--- src/rtl/banco_pkg.sv ---
// Shared types and defaults for the parameterised register bank.
// Holds the clear-FSM state type and default geometry constants.
package banco_pkg;

  localparam int WIDTH_DEF = 32;
  localparam int DEPTH_DEF = 32;

  typedef enum logic {
    IDLE  = 1'b0,
    CLEAR = 1'b1
  } clr_state_e;

endpackage

--- src/rtl/banco_rd_port.sv ---
// Combinational read port: array mux, write bypass, zero-register forcing.
// Ports: addr, rows (flattened array), byp_en/byp_addr/byp_data, data.
module banco_rd_port #(
  parameter int WIDTH    = 32,
  parameter int DEPTH    = 32,
  parameter int ZERO_REG = 1,
  localparam int AW      = $clog2(DEPTH)
) (
  input  logic [AW-1:0]          addr,
  input  logic [DEPTH*WIDTH-1:0] rows,
  input  logic                   byp_en,
  input  logic [AW-1:0]          byp_addr,
  input  logic [WIDTH-1:0]       byp_data,
  output logic [WIDTH-1:0]       data
);

  always_comb begin
    data = rows[int'(addr)*WIDTH +: WIDTH];
    if (byp_en && (byp_addr == addr)) begin
      data = byp_data;
    end
    // Hard-wired zero wins over any bypass.
    if ((ZERO_REG != 0) && (addr == '0)) begin
      data = '0;
    end
  end

endmodule

--- src/rtl/banco_registros_param.sv ---
// Parameterised 2R1W register bank with write bypass and a sequential clear.
// Ports: clk, rst (sync high), we/DE/Dato write, DL1/DL2 -> op1/op2 reads,
//        clr start-clear, listo (writes accepted), err_we (sticky write-in-clear).
module banco_registros_param
  import banco_pkg::*;
#(
  parameter int WIDTH    = WIDTH_DEF,
  parameter int DEPTH    = DEPTH_DEF,
  parameter int ZERO_REG = 1,
  localparam int AW      = $clog2(DEPTH)
) (
  input  logic             clk,
  input  logic             rst,
  input  logic             we,
  input  logic [AW-1:0]    DE,
  input  logic [WIDTH-1:0] Dato,
  input  logic [AW-1:0]    DL1,
  input  logic [AW-1:0]    DL2,
  input  logic             clr,
  output logic [WIDTH-1:0] op1,
  output logic [WIDTH-1:0] op2,
  output logic             listo,
  output logic             err_we
);

  logic [WIDTH-1:0] br_q [DEPTH];
  logic [WIDTH-1:0] br_d [DEPTH];
  clr_state_e       state_q, state_d;
  logic [AW-1:0]    idx_q, idx_d;
  logic             err_we_q, err_we_d;

  logic             byp_en;
  logic             wr_ok;
  logic [DEPTH*WIDTH-1:0] rows;

  assign listo  = (state_q == IDLE);
  assign err_we = err_we_q;

  // Bypass only when the write will really commit; the read
  // port itself masks address 0 in zero-register mode.
  assign byp_en = we && listo;
  assign wr_ok  = byp_en &&
                  !((ZERO_REG != 0) && (DE == '0));

  always_comb begin
    br_d     = br_q;
    state_d  = state_q;
    idx_d    = idx_q;
    err_we_d = err_we_q;
    unique case (state_q)
      IDLE: begin
        if (wr_ok) begin
          br_d[DE] = Dato;
        end
        if (clr) begin
          state_d  = CLEAR;
          idx_d    = '0;
          err_we_d = 1'b0;
        end
      end
      CLEAR: begin
        br_d[idx_q] = '0;
        idx_d       = idx_q + 1'b1;
        if (idx_q == AW'(DEPTH - 1)) begin
          state_d = IDLE;
        end
        if (we) begin
          err_we_d = 1'b1;
        end
      end
      default: begin
        state_d = IDLE;
      end
    endcase
  end

  always_ff @(posedge clk) begin
    if (rst) begin
      br_q     <= '{default: '0};
      state_q  <= IDLE;
      idx_q    <= '0;
      err_we_q <= 1'b0;
    end else begin
      br_q     <= br_d;
      state_q  <= state_d;
      idx_q    <= idx_d;
      err_we_q <= err_we_d;
    end
  end

  always_comb begin
    rows = '0;
    for (int i = 0; i < DEPTH; i++) begin
      rows[i*WIDTH +: WIDTH] = br_q[i];
    end
  end

  banco_rd_port #(
    .WIDTH    (WIDTH),
    .DEPTH    (DEPTH),
    .ZERO_REG (ZERO_REG)
  ) u_rd1 (
    .addr     (DL1),
    .rows     (rows),
    .byp_en   (byp_en),
    .byp_addr (DE),
    .byp_data (Dato),
    .data     (op1)
  );

  banco_rd_port #(
    .WIDTH    (WIDTH),
    .DEPTH    (DEPTH),
    .ZERO_REG (ZERO_REG)
  ) u_rd2 (
    .addr     (DL2),
    .rows     (rows),
    .byp_en   (byp_en),
    .byp_addr (DE),
    .byp_data (Dato),
    .data     (op2)
  );

endmodule

--- config.mk ---
export PLATFORM = sky130hd
export DESIGN_NAME = banco_registros_param
export DESIGN_NICKNAME = d
export VERILOG_FILES = /design/src/rtl/banco_pkg.sv /design/src/rtl/banco_rd_port.sv /design/src/rtl/banco_registros_param.sv
export SDC_FILE = /design/constraint.sdc
export NUM_CORES = 2
export LEC_CHECK = 0
export ABC_AREA = 0
export CORE_AREA = 5 5 371 373
export DETAILED_ROUTE_END_ITERATION = 16
export DIE_AREA = 0 0 376 378
export DONT_BUFFER_PORTS = 1
export PLACE_DENSITY = 0.54
export SLEW_MARGIN = 20
export SYNTH_ARGS = -nofsm -noshare
export SYNTH_HDL_FRONTEND = slang
export SYNTH_SLANG_ARGS = --single-unit
--- constraint.sdc ---
create_clock -name clk -period 3.7 [get_ports clk]
set_input_delay 0 -clock clk [delete_from_list [all_inputs] [get_ports clk]]
set_output_delay 0 -clock clk [all_outputs]
set_load 0.02 [all_outputs]
==> summary.txt <==
Yosys Warn Count -> 0
Worst-path fanout max -> 17
Non-filler cells, final -> 7,627
Global route total overflow -> 0
DRT antenna net count -> 0
Fmax -> 0.266 GHz
Area share of the leading cell type in the synthesized netlist -> 39.9%
Die area -> 142,000 µm²
Clock transition at the registers of the reported paths -> 0.06 ns
Site Rows -> 135
Clock root cell -> clkbuf_16
Most frequent cells in the layout -> a22oi_1 (1,060), nor2_1 (1,057), dfxtp_1 (1,031)
Sequential share of the synthesized area -> 39.9%
Hold Path Class -> primary input to flop
R2r worst-path depth -> 8
DRC Markers -> 0
Worst path max stage delay -> 0.63 ns
Vias after detailed routing -> 50,600
Final setup violation count -> 2
Max_slew headroom -> -1.06%
Wire length on met2 -> 108,000 µm
Final Max Slew Viols -> 23
Setup ws final -> -0.0654 ns
Drt initial violations -> 7,316
Max-cap viol count -> 0
Post-route cell area -> 67,000 µm²
Synth Flop Type -> dfxtp_1
PD cells -> 386 nW/µm²
Crit path required time -> 3.70 ns
Crit Reg-Reg Startpoint -> state_q
Layout cells sized above 1 -> 15.8%
Initial Util -> 38.5%
Critical Path, Cell by Cell -> nor2b_1, and2_1, nand3_2, buf_4, a31oi_1, buf_4
Initial antenna violation count -> 17
Post-synth cell types -> 57
Status -> finished with violations
Die Y -> 378 µm
Slowest CP cell -> nand3_2
Final hold slack -> 0.0833 ns
Sink Count -> 1,031
Min Tclk post-route -> 3.77 ns
Most used cell, CP -> buf_4
Largest area contributor in the synthesized netlist -> dfxtp_1
Lkg Pwr -> 25.7 nW
Worst-Skew Late Latency -> 0.78 ns
Worst IR drop on VDD -> 0.393 mV
Final #Nets -> 5,790
Post-Synthesis Cell Area -> 51,800 µm²
Clock skew -> 0.0648 ns
EDFF count, synth -> 0
FF+latch count, synth -> 1,031
Placed Area -> 53,300 µm²
Avg Inst Size Synth -> 9.99 µm²
Final wirelength -> 250,000 µm
Clk buf depth -> 3
First-pass GRT wire length -> 354,000 µm
Routability Congestion -> 0.866
Top layer in use -> met5
Cts bufs inserted -> 115
WS Path Type -> flop to output pin
Critical Path Sink -> op2[6]
Crit start category -> flop
CP endpoint kind -> output pin
Most common cell after layout, fill and taps aside -> a22oi_1
Overall Global Routing Usage -> 33.8%
Placed insts -> 6,482
Port Buf Inserts -> 0
Post-DP HPWL -> 127,000 µm
Pre-CTS setup slack -> 0.792 ns
Core area -> 134,000 µm²
Failing checks -> max-slew violations, negative setup slack
Slew @ Worst Pin -> 1.52 ns
Net Count, Synth -> 5,238
Largest net degree at the start of global routing -> 777
Vias per cell -> 6.63
DIE WIDTH -> 376 µm
Worst setup path startpoint -> state_q
Met3 WL -> 30,100 µm
Fin crit share -> 102%
CTS tree -> built
Avg WL per Cell -> 32.7 µm
Reg2Reg Setup Slack -> -0.01 ns
Ys async rst share -> 0%
Synth Instances -> 5,182
Met1 wire length -> 93,200 µm
Reg2reg end -> br_q[125]
Hold Fails Final Rpt -> 0
I/O pins -> 117
Layout Area Growth over Synthesis -> 29.5%
H-tree levels -> 3
Vias in the first global route -> 49,400
Critical Path AT -> 3.77 ns
Area contributors post-synth -> dfxtp_1 (40%), mux4_2 (18%), a22oi_1 (15%)
RSZ-0062 raised after global routing -> no
Total Power -> 25.9 mW
Drt first pass iters -> 9
how the worst min path moves through the flow:
stage / startpoint / to / depth (start not counted)
6_report: DE[3] / br_q[806] / 5
3_3_place_gp: Dato[12] / br_q[524] / 2
3_5_place_dp: Dato[12] / br_q[780] / 2
2_1_floorplan: Dato[0] / br_q[960] / 2
4_1_cts: rst / br_q[700] / 2
5_1_grt: DE[3] / br_q[805] / 5
cells in the mapped netlist (all sizes together), types with 4 or more instances:
cell type     n
nand2        70
ha            5
xnor2         5
buf         180
mux4        414
a211oi       22
a21oi       126
clkbuf      470
nand3        28
o22ai        52
a22oi      1060
o22a         11
nor2b        23
nor2       1084
nor4         10
nor3         28
o221ai       14
and3b         4
a221o        15
a31oi        12
nand2b       10
a211o         6
o21ai        73
mux2         22
inv           8
a221oi       24
nor3b        12
mux2i       251
dfxtp      1031
a22o         11
o211ai       32
xor2          7
and2         40
logic make-up (layout without fill, tap and decap cells):
kind of cell	count (synthesis)	after routing	share of synthesized area (%)
compound gates	1465	1465	20.4
other cells	0	17	0
xor+xnor	12	12	0.203
buf+inv	658	1305	5.58
fa+ha+maj	5	5	0.121
simple gates	1324	1324	10.5
mux	687	687	23.3
flops	1031	1031	39.9
power by group:
| part | total, mW | leakage [nW] | switching, mW | internal [mW] |
|---|---|---|---|---|
| clock network | 12.4 | 1.98 | 5.16 | 7.28 |
| logic | 2.23 | 15.4 | 1.42 | 0.809 |
| registers | 11.2 | 8.31 | 0.0521 | 11.2 |
| total | 25.9 | 25.7 | 6.63 | 19.3 |
metrics by stage:
step	utilization, %	setup TNS, ns
floorplan	-	0
global placement	39.6	0
detailed placement	39.7	0
CTS	49.6	0
global route	49.9	0
finish	49.9	-0.0745
worst max-delay path: cells and delay by family (launching register included):
| family | cells | cell delay (ns) |
|---|---|---|
| DFF | 1 | 0.33 |
| AOI/OAI and AO/OA | 1 | 0.47 |
| and+or+nand+nor | 3 | 1.48 |
| buffers and inverters | 2 | 0.74 |
repair_timing:
item	4_1_cts	5_1_grt
hold buffers	900	0
buffers inserted	0	7
endpoints found under the hold margin	1009	0
resized for setup	0	7
endpoints found under the setup margin	0	26
state kept, by name, summed over array words and instances, names as in the netlist:
register and flops:
state_q 1, br_q 1024, err_we 1, idx_q 5
final cells by class:
class | instances | area [µm²]
multi-input combinational | 3493 | 28800
sequential | 1031 | 20600
fill | 12200 | 67300
tap | 1781 | 2230
clock inverter | 43 | 651
inverter | 8 | 30.0
clock buffer | 169 | 3370
timing repair buffer | 1085 | 11200
antenna | 17 | 42.5
routing by layer:
layer	vias up	global-route usage, %
li1	20700	-
met5	-	0
met3	869	9.40
met2	3593	50.9
met4	10	21.4
met1	25400	42.7
(Power assumes the default switching activity.)
